[config.mk]
export PLATFORM = sky130hd
export DESIGN_NAME = dice_roller
export DESIGN_NICKNAME = d
export VERILOG_FILES = /design/src/rtl/dice_roller.sv
export SDC_FILE = /design/constraint.sdc
export NUM_CORES = 1
export LEC_CHECK = 0
export BUFFER_PORTS_ARGS = -buffer_cell sky130_fd_sc_hd__buf_2
export CAP_MARGIN = 20
export CORE_UTILIZATION = 60
export DETAILED_ROUTE_END_ITERATION = 8
export PLACE_DENSITY = 0.85
export SYNTH_ARGS = -nofsm -noshare
export SYNTH_HDL_FRONTEND = slang
export SYNTH_SLANG_ARGS = --single-unit
[constraint.sdc]
create_clock -name clk_i -period 3.25 [get_ports clk_i]
set_input_delay 0.65 -clock clk_i [delete_from_list [all_inputs] [get_ports clk_i]]
set_output_delay 0.65 -clock clk_i [all_outputs]
set_load 0.005 [all_outputs]
[src/rtl/dice_roller.sv]
// Push-button dice roller: synchronises and debounces a raw button, spins a 1..6 face while
// held, slows down geometrically after release, then holds the result until the next press.
module dice_roller #(
  parameter int unsigned DEBOUNCE_CYCLES = 50000,
  parameter int unsigned ROLL_DIV        = 1000,
  parameter int unsigned SLOW_STEPS      = 4
) (
  input  logic       clk_i,
  input  logic       rst_ni,
  input  logic       button_i,
  input  logic       lamp_test_i,
  output logic [2:0] dice_value_o,
  output logic       rolling_o
);

  localparam int unsigned DbW   = (DEBOUNCE_CYCLES > 1) ? $clog2(DEBOUNCE_CYCLES) : 1;
  localparam int unsigned DivW  = (ROLL_DIV > 1) ? $clog2(ROLL_DIV) : 1;
  localparam int unsigned IntW  = $clog2(ROLL_DIV << (SLOW_STEPS + 1)) + 1;
  localparam int unsigned StepW = (SLOW_STEPS > 0) ? $clog2(SLOW_STEPS + 1) : 1;

  localparam logic [DbW-1:0]   DbLast    = DbW'(DEBOUNCE_CYCLES - 1);
  localparam logic [DivW-1:0]  DivLast   = DivW'(ROLL_DIV - 1);
  localparam logic [IntW-1:0]  SlowStart = IntW'(2 * ROLL_DIV);
  localparam logic [StepW-1:0] StepLast  = StepW'(SLOW_STEPS - 1);

  localparam logic [1:0] StIdle = 2'd0;
  localparam logic [1:0] StRoll = 2'd1;
  localparam logic [1:0] StSlow = 2'd2;
  localparam logic [1:0] StShow = 2'd3;

  function automatic logic [2:0] next_face(input logic [2:0] v);
    return (v == 3'd6) ? 3'd1 : v + 3'd1;
  endfunction

  // ---------------------------------------------------------------------------------------------
  // Input synchroniser and debounce
  // ---------------------------------------------------------------------------------------------
  logic           sync1_q, sync2_q;
  logic           db_q, db_d;
  logic [DbW-1:0] db_cnt_q, db_cnt_d;
  logic           differ;
  logic           db_toggle;
  logic           press_pulse;
  logic           release_pulse;

  always_ff @(posedge clk_i or negedge rst_ni) begin
    if (!rst_ni) begin
      sync1_q  <= 1'b0;
      sync2_q  <= 1'b0;
      db_q     <= 1'b0;
      db_cnt_q <= '0;
    end else begin
      sync1_q  <= button_i;
      sync2_q  <= sync1_q;
      db_q     <= db_d;
      db_cnt_q <= db_cnt_d;
    end
  end

  // Pulses fire on the cycle the debounced level is about to flip, so the FSM moves on the
  // same edge as the debounced register.
  always_comb begin
    differ        = sync2_q ^ db_q;
    db_toggle     = differ && (db_cnt_q == DbLast);
    db_d          = db_toggle ? ~db_q : db_q;
    db_cnt_d      = (!differ || db_toggle) ? '0 : db_cnt_q + DbW'(1);
    press_pulse   = db_toggle & ~db_q;
    release_pulse = db_toggle & db_q;
  end

  // ---------------------------------------------------------------------------------------------
  // Roll / slow-down FSM
  // ---------------------------------------------------------------------------------------------
  logic [1:0]       state_q, state_d;
  logic [2:0]       value_q, value_d;
  logic [DivW-1:0]  div_q, div_d;
  logic [IntW-1:0]  slow_cnt_q, slow_cnt_d;
  logic [IntW-1:0]  interval_q, interval_d;
  logic [StepW-1:0] steps_q, steps_d;
  logic             rolling_q, rolling_d;
  logic             slow_step;

  always_ff @(posedge clk_i or negedge rst_ni) begin
    if (!rst_ni) begin
      state_q    <= StIdle;
      value_q    <= 3'd0;
      div_q      <= '0;
      slow_cnt_q <= '0;
      interval_q <= '0;
      steps_q    <= '0;
      rolling_q  <= 1'b0;
    end else begin
      state_q    <= state_d;
      value_q    <= value_d;
      div_q      <= div_d;
      slow_cnt_q <= slow_cnt_d;
      interval_q <= interval_d;
      steps_q    <= steps_d;
      rolling_q  <= rolling_d;
    end
  end

  always_comb begin
    state_d    = state_q;
    value_d    = value_q;
    div_d      = div_q;
    slow_cnt_d = slow_cnt_q;
    interval_d = interval_q;
    steps_d    = steps_q;
    slow_step  = (slow_cnt_q == (interval_q - IntW'(1)));

    unique case (state_q)
      StIdle: begin
        value_d = 3'd0;
        if (press_pulse) begin
          state_d = StRoll;
          value_d = 3'd1;
          div_d   = '0;
        end
      end

      StRoll: begin
        // A release suppresses the advance that would otherwise land on the same edge.
        if (release_pulse) begin
          state_d    = StSlow;
          interval_d = SlowStart;
          slow_cnt_d = '0;
          steps_d    = '0;
        end else if (div_q == DivLast) begin
          div_d   = '0;
          value_d = next_face(value_q);
        end else begin
          div_d = div_q + DivW'(1);
        end
      end

      StSlow: begin
        if (slow_step) begin
          value_d    = next_face(value_q);
          slow_cnt_d = '0;
          steps_d    = steps_q + StepW'(1);
          interval_d = {interval_q[IntW-2:0], 1'b0};
          if (steps_q == StepLast) begin
            state_d = StShow;
          end
        end else begin
          slow_cnt_d = slow_cnt_q + IntW'(1);
        end
        // A press wins over a coincident final step: the value still advances.
        if (press_pulse) begin
          state_d = StRoll;
          div_d   = '0;
        end
      end

      StShow: begin
        if (press_pulse) begin
          state_d = StRoll;
          div_d   = '0;
        end
      end

      default: begin
        state_d = StIdle;
        value_d = 3'd0;
      end
    endcase

    rolling_d = (state_d == StRoll) || (state_d == StSlow);
  end

  assign rolling_o    = rolling_q;
  assign dice_value_o = lamp_test_i ? 3'd7 : value_q;

endmodule

=== Word level (Yosys, flattened, before mapping) ===
Index checks and enable logic that the tools add are counted.

* Add/subtract/negate cells: 6
* Reductions and logical operators: 13
* Bitwise operators: 4
* Multiplexer cells: 27
* Equality and inequality tests: 15

{| class="wikitable"
|+ Operator list
! operator !! count
|-
| $mux W16 || 5
|-
| $pmux W16 S2 || 2
|-
| $add A16 B1 Y16 const B || 2
|-
| $mux W10 || 3
|-
| $mux W3 || 7
|-
| $pmux W10 S2 || 1
|-
| $eq A16 B16 Y1 || 1
|-
| $eq A16 B16 Y1 const B || 1
|-
| $sub A16 B1 Y16 const B || 1
|-
| $add A10 B1 Y10 const B || 1
|-
| $eq A10 B10 Y1 const B || 1
|-
| $mux W2 || 5
|-
| $pmux W3 S3 || 1
|-
| $ne A2 B2 Y1 const B || 4
|-
| $add A3 B1 Y3 const B || 2
|-
| $eq A2 B2 Y1 const B || 3
|-
| $pmux W2 S3 || 1
|-
| $pmux W3 S2 || 1
|-
| $eq A2 B1 Y1 const B || 2
|-
| $reduce_and A2 Y1 || 2
|-
| $reduce_and A4 Y1 || 1
|-
| $eq A3 B2 Y1 const B || 1
|-
| $eq A3 B3 Y1 const B || 1
|-
| $reduce_and A3 Y1 || 1
|-
| 13 further kinds || 15
|}

* Flip-flop bits (word level): 70
* Word-level logic and storage cells: 76
* Output and inout port bits: 4

=== Logic depth before layout (Yosys ltp) ===
Gate-level depths: netlist of the first run.

* Depth in word-level cells: 7
* Mapped depth: 10
* Mapped depth without buffers: 9

=== Least setup slack after synthesis of the first run ===
OpenSTA, ideal clock, no wires.

* Kind: register -> register
* From: register interval_q[4]
* To: register slow_cnt_q[14]
* Stages on the path, launching flop included: 11
* Setup time: 0.125 ns
* Data arrival time: 2.725 ns
* Setup slack: 0.400 ns
* Clock period less this slack: 2.850 ns
* Required time: 3.125 ns
* Cell sequence: dfrtp_1 > inv_1 > ha_1 > or4b_1 > nor4_1 > o211ai_1 > o311a_1 > o41ai_4 > buf_4 > nor3b_1 > mux2_2

* Longest elaborated chain between the ends: 4

{| class="wikitable"
|+ RTL lines
! item !! RTL line !! RTL
|-
| from (decl) || 78 || <nowiki>logic [IntW-1:0] interval_q, interval_d;</nowiki>
|-
| from (signal assigned) || 97 || <nowiki>interval_q <= interval_d;</nowiki>
|-
| $sub A16 B1 Y16 || 110 || <nowiki>slow_step = (slow_cnt_q == (interval_q - IntW'(1)));</nowiki>
|-
| $eq A16 B16 Y1 || 110 ||
|-
| $mux W16 || 138 || <nowiki>if (slow_step) begin</nowiki>
|-
| $pmux W16 S2 || 112 || <nowiki>unique case (state_q)</nowiki>
|-
| to (signal assigned) || 96 || <nowiki>slow_cnt_q <= slow_cnt_d;</nowiki>
|-
| to (decl) || 77 || <nowiki>logic [IntW-1:0] slow_cnt_q, slow_cnt_d;</nowiki>
|}

No other way between the ends.
A chain may end at the register's enable or synchronous reset.

=== Worst setup path in the final report of the first run ===
* From: register interval_q[4]
* To: register interval_q[15]

* Longest elaborated chain between the ends: 4

{| class="wikitable"
|+ RTL lines
! item !! RTL line
|-
| $sub A16 B1 Y16 || 110
|-
| $eq A16 B16 Y1 || 110
|-
| $ne A2 B2 Y1 (no line) || -
|-
| $reduce_and A3 Y1 (no line) || -
|}

No other way between the ends.

==> reports/results.txt, run 1 <==
Status -> finished, final reports clean
Delay-heaviest family, CP -> compound AO/OA/AOI/OAI gates
Critical-path top delay cell -> o41ai_4
Final Net Count -> 434
Post-synthesis average cell area -> 9.32 µm²
CTS tree -> done
GPL Wtd Cong -> 0.913
Area grow syn2layout -> 8.02%
Post-synth top area share -> 42.7%
Slowest stage delay, CP -> 0.52 ns
Maximum vdd drop -> 0.309 mV
Final WS setup -> 0.148 ns
Final core utilization -> 68.9%
Clk sinks -> 66
First drt pass iteration count -> 5
Worst reg-to-reg setup slack -> 0.15 ns
Final Hold Viols -> 0
Final min period -> 3.10 ns
Clk_skew -> 0.00395 ns
Worst-Margin Slew -> 0.827 ns
Post-CTS Setup Bufs -> 0
Vias -> 3170
Top-count cell post-synth -> dfrtp_1
Switch share -> 22.6%
Slew HR -> 44.9%
Root Buffer -> clkbuf_8
Clock power frac -> 43.1%
Flop pwr share -> 54.8%
Initial antenna violation count -> 0
Port bufs -> 7
Critical path arrival -> 3.33 ns
Reg clk slew, reported paths -> 0.07 ns
HP Class -> register to register
Fill cells -> 468
Distinct cells, synth -> 58
Switch Pwr -> 342 µW
Worst path bufs/invs -> 2
LEAKAGE -> 1.92 nW
Main synth FF type -> dfrtp_1
Antenna Violating Nets Remaining -> 0
Share of cells above drive strength 1 -> 10.6%
GR Util All Layers -> 27.1%
CP Max Fanout -> 6
DPL Wire Length -> 5.83 mm
Post-synth ARST share -> 100%
Fin crit share -> 95.5%
Total CTS buffers -> 9
Pre-CTS setup slack -> 0.00772 ns
Number of synthesized flops with an enable pin -> 0
Internal power -> 1.17 mW
Total Wirelength -> 8.28 mm
Yosys warning count -> 0
RSZ-0062 raised after global routing -> false
CP Cell Sequence -> inv_1 > ha_2 > or4b_4 > a211o_1 > a21oi_1 > a31oi_1 > o41ai_4 > buf_4 > nand2_1 > a22o_1
Antenna cell count -> 0
WL per Instance -> 16.6 µm
Core Box Area -> 0.00606 mm²
Synth area leader -> dfrtp_1
First DRT Iteration DRCs -> 186
PD cells -> 362 mW/mm²
Layout Cells excl Fill -> 500
Critical Path RT -> 3.48 ns
Total power -> 1.51 mW
Final setup vio count -> 0
Core Rows -> 28
DRC Markers -> 0
Global route total overflow -> 0
Element type at the critical path end -> register
Clock Latency Late Sink -> 0.34 ns
Max Cap Viol -> 0
Largest net degree at the start of global routing -> 35
Final slew viol count -> 0
Die height -> 82.3 µm
Gate power share -> 2.1%
Worst Setup Start Kind -> register
Initial Util -> 63.8%
Die ar. -> 0.00677 mm²
Die Width -> 82.3 µm
Syn Nets -> 429
Ports -> 8
Mapped Cells -> 415
Vias in the first global route -> 3077
Register area share after synthesis -> 42.7%
Synth Cell Area -> 0.00387 mm²
CP Class -> register to register
Clock tree buffer depth -> 2
Synth area leaders -> dfrtp_1 (43%), a22o_1 (3.8%), and3_1 (3.7%)
Via-per-instance ratio -> 6.34
Setup TNS -> 0 ns
Cts hold-fix bufs -> 0
Post-Place Cells -> 484
Synthesis-stage register bit count -> 66
Max Freq -> 0.322 GHz
Commonest cells post-synth -> dfrtp_1 (66), nor2_1 (37), nand2_1 (29)
First-pass GRT wire length -> 13.7 mm
Htree depth -> 3
layout make-up:
class | count | area [µm²] | share of cell area, %
Multi-Input combinational cell | 315 | 2090 | 50.1
Sequential cell | 66 | 1650 | 39.5
Clock buffer | 12 | 165 | 3.95
Timing Repair Buffer | 15 | 98.8 | 2.37
Tap cell | 75 | 93.8 | 2.25
Inverter | 13 | 48.8 | 1.17
Clock inverter | 4 | 25.0 | 0.599
layout by cell type (no fill, tap or decap), types with 6 or more instances in the layout:
cell | synthesis | final
o21ai_0 | 22 | 22
nand2b_1 | 8 | 8
buf_2 | 4 | 7
a21oi_1 | 9 | 9
nor3_1 | 6 | 6
nor4_1 | 7 | 7
and3_1 | 23 | 23
a22o_1 | 17 | 17
xor2_1 | 13 | 13
nor2b_1 | 10 | 10
clkbuf_8 | 0 | 12
buf_4 | 1 | 7
inv_1 | 13 | 13
ha_1 | 10 | 9
nand2_1 | 29 | 29
o21ai_1 | 12 | 12
dfrtp_1 | 66 | 66
xnor2_1 | 15 | 15
nand3_1 | 15 | 15
nor2_1 | 37 | 36
path summary, 6_finish.rpt:
kind	start	endpoint	depth (start not counted)
min in group asynchronous	rst_ni	interval_q[14]	1
max reg2reg	interval_q[4]	interval_q[15]	10
min	sync1_q	sync2_q	0
max in group asynchronous	rst_ni	value_q[2]	2
max	interval_q[4]	interval_q[15]	10
min reg2reg	sync1_q	sync2_q	0
routing by layer:
metal	up-vias	global-route usage [%]	wire [µm]	share of wire (%)
met3	11	5.82	290	3.5
met1	1568	33.7	3710	45
met2	69	45.2	4150	50
met4	0	12.3	133	1.6
met5	-	0	0	0
li1	1522	-	-	-
cell families after synthesis:
logic type / Yosys count / share of synthesized area [%]
AO/OA/AOI/OAI: 98 / 17.6
XOR/XNOR: 28 / 6.34
adder cells (fa/ha/maj): 10 / 3.24
buffers and inverters: 34 / 3.91
flip-flops: 66 / 42.7
multiplexers: 6 / 1.65
AND/OR/NAND/NOR: 173 / 24.5
sequential cells by signal, summed over array words and instances (netlist names):
name        flops
interval_q     12
value_q         3
sync2_q         1
steps_q         3
rolling_o       1
div_q          10
state_q         2
slow_cnt_q     16
db_q            1
db_cnt_q       16
sync1_q         1
power by group through the flow:
| stage | Clock, mW | Combinational (mW) | Sequential, mW |
|---|---|---|---|
| 6_report | 0.651 | 0.0323 | 0.829 |
| 5_1_grt | 0.693 | 0.0384 | 0.829 |
| 4_1_cts | 0.665 | 0.0338 | 0.829 |
| 3_5_place_dp | 0 | 0.0339 | 0.844 |
| 3_3_place_gp | 0 | 0.0327 | 0.844 |
| 2_1_floorplan | 0 | 0.0109 | 0.843 |
repair_timing:
action                     CTS  global route
pin swaps                    0             1
setup endpoints to repair    1            32
gates resized for setup      1             7
through the flow:
stage | area [µm²] | hold WS (ns)
after detailed placement | 3950 | 0.340
after CTS | 4150 | 0.356
final | 4180 | 0.352
after global placement | 3950 | 0.334
after floorplan | 3870 | 0.331
after global routing | 4180 | 0.359
Note: power is estimated with default switching activity, not from simulation.
==> run 2, diff against run 1 <==
--- a/config.mk
+++ b/config.mk
@@ -7,9 +7,9 @@
 export LEC_CHECK = 0
 export BUFFER_PORTS_ARGS = -buffer_cell sky130_fd_sc_hd__buf_2
 export CAP_MARGIN = 20
-export CORE_UTILIZATION = 60
+export CORE_UTILIZATION = 49
 export DETAILED_ROUTE_END_ITERATION = 8
-export PLACE_DENSITY = 0.85
+export PLACE_DENSITY = 0.71
 export SYNTH_ARGS = -nofsm -noshare
 export SYNTH_HDL_FRONTEND = slang
 export SYNTH_SLANG_ARGS = --single-unit
==> reports/results.txt, run 2 (synthesis results as in run 1) <==
Clock Latency Late Sink -> 0.35 ns (about the same)
Largest net degree at the start of global routing -> 38 (+8.6%)
Slew HR -> 53.1% (+8.2 points)
Core Box Area -> 0.00769 mm² (+27%)
Final Net Count -> 435 (+0.23%)
Vias -> 3055 (-3.6%)
Final setup vio count -> 0 (unchanged)
Fin crit share -> 93.9% (-1.6 points)
Fill cells -> 721 (+54%)
Maximum vdd drop -> 0.284 mV (-8.2%)
Initial Util -> 50.3% (-14 points)
Vias in the first global route -> 2912 (-5.4%)
Final core utilization -> 55.3% (-14 points)
RSZ-0062 raised after global routing -> false
Final Hold Viols -> 0 (unchanged)
Status -> finished, final reports clean
Clk sinks -> 66 (unchanged)
Max Freq -> 0.328 GHz (+1.7%)
Worst-Margin Slew -> 0.704 ns (-0.123 ns)
Post-CTS Setup Bufs -> 0 (unchanged)
DPL Wire Length -> 5.52 mm (-5.4%)
Total power -> 1.64 mW (+8.3%)
DRC Markers -> 0 (unchanged)
Design Area, Final -> 0.00425 mm² (+1.8%)
Total Wirelength -> 7.72 mm (-6.8%)
Antenna cell count -> 0 (unchanged)
Pre-CTS setup slack -> 0.111 ns (+0.104 ns)
First drt pass iteration count -> 4 (-1)
Post-placement cell area -> 0.00401 mm² (+1.4%)
Post-Place Cells -> 512 (+5.8%)
Final min period -> 3.05 ns (-0.0511 ns)
Fin Hold WS -> 0.351 ns (-0.000459 ns)
Total CTS buffers -> 9 (unchanged)
Via-per-instance ratio -> 5.79 (-8.7%)
Commonest non-fill, non-tap cells in the layout -> dfrtp_1 (66), nor2_1 (36), nand2_1 (29)
Antenna Violating Nets Remaining -> 0 (unchanged)
Final slew viol count -> 0 (unchanged)
Die height -> 90.8 µm (+10%)
Initial antenna violation count -> 0 (unchanged)
First DRT Iteration DRCs -> 88 (-53%)
Htree depth -> 3 (unchanged)
Reg clk slew, reported paths -> 0.07 ns (about the same)
Element type at the critical path end -> register
Die ar. -> 0.00825 mm² (+22%)
Layout Cells excl Fill -> 528 (+5.6%)
Commonest non-fill, non-tap cell in the layout -> dfrtp_1
Root Buffer -> clkbuf_8
Global route total overflow -> 0 (unchanged)
Clock tree buffer depth -> 2 (unchanged)
Die Width -> 90.8 µm (+10%)
Critical path arrival -> 3.28 ns (-0.05 ns)
Regs by FF count -> db_cnt_q (16), slow_cnt_q (16), interval_q (12)
PD cells -> 385 mW/mm² (+6.4%)
CP Class -> register to register
Ports -> 8 (unchanged)
First-pass GRT wire length -> 13.1 mm (-4.4%)
Cts hold-fix bufs -> 0 (unchanged)
GPL Wtd Cong -> 0.843 (-7.7%)
WL per Instance -> 14.6 µm (-12%)
Share of cells above drive strength 1 -> 10.1% (-0.49 points)
GR Util All Layers -> 19.8% (-7.3 points)
Critical Path RT -> 3.48 ns (about the same)
HP Class -> input pin to async pin
Final WS setup -> 0.199 ns (+0.0511 ns)
Worst Setup Start Kind -> register
Setup TNS -> 0 ns (unchanged)
CP Max Fanout -> 12 (+6)
LEAKAGE -> 1.95 nW (+1.5%)
Max Cap Viol -> 0 (unchanged)
Clk_skew -> 0.00493 ns (+0.000973 ns)
CTS tree -> done
Port bufs -> 7 (unchanged)
Area grow syn2layout -> 9.96%
Core Rows -> 32 (+14%)
[run 2: changes by cell type in the layout (fill, tap and decap cells not counted), sizes merged]
| cell | before | now |
|---|---|---|
| bufinv | 0 | 2 |
| clkbuf | 12 | 10 |
| buf | 15 | 16 |
| clkinv | 2 | 3 |
| clkinvlp | 2 | 1 |
[run 2: routing by layer]
metal | track usage, % | up-vias | routed length, µm | share of wire (%)
li1 | - | 1519 | - | -
met1 | 24.0 | 1487 | 3530 | 46
met2 | 34.3 | 41 | 3890 | 50
met3 | 4.88 | 8 | 195 | 2.5
met4 | 6.88 | 0 | 105 | 1.4
met5 | 0 | - | 0 | 0
[run 2: what timing repair did]
item	CTS	global route
setup endpoints to repair	0	15
endpoints found under the hold margin	0	0
resized for setup	0	3
[run 2: area by class of cell]
cell class	instances	area [µm²]	area share, %
repair buffers	16	115	2.71
multi-input cells	315	2080	49.0
clock buffers	10	138	3.24
inverters	13	48.8	1.15
flip-flops and latches	66	1650	38.8
clock inverters	6	90.1	2.12
well taps	102	128	3.00
[run 2: critical path, cell delays in order (launching register included)]
cell and delay [ns]:
dfrtp_1 0.39, inv_1 0.09, ha_1 0.25, or4b_1 0.53
a211o_1 0.25, a21oi_1 0.14, a31oi_1 0.12, o41ai_4 0.50
buf_4 0.26, nor4_1 0.06, or3_1 0.35
[run 2: final timing paths]
check,startpoint,end,slack (ns),depth (start not counted)
max,interval_q[5],slow_cnt_q[4],0.20,10
min,rst_ni,interval_q[14],0.35,1
max reg2reg,interval_q[5],slow_cnt_q[4],0.20,10
min reg2reg,sync1_q,sync2_q,0.35,0
max in group asynchronous,rst_ni,db_cnt_q[14],2.27,2
min in group clk_i,sync1_q,sync2_q,0.35,0
[run 2: power breakdown]
part	switching [mW]	internal, mW	total (mW)
Combinational	0.0235	0.00949	0.0330
Sequential	0.00324	0.825	0.828
Clock	0.323	0.454	0.776
Total	0.350	1.29	1.64
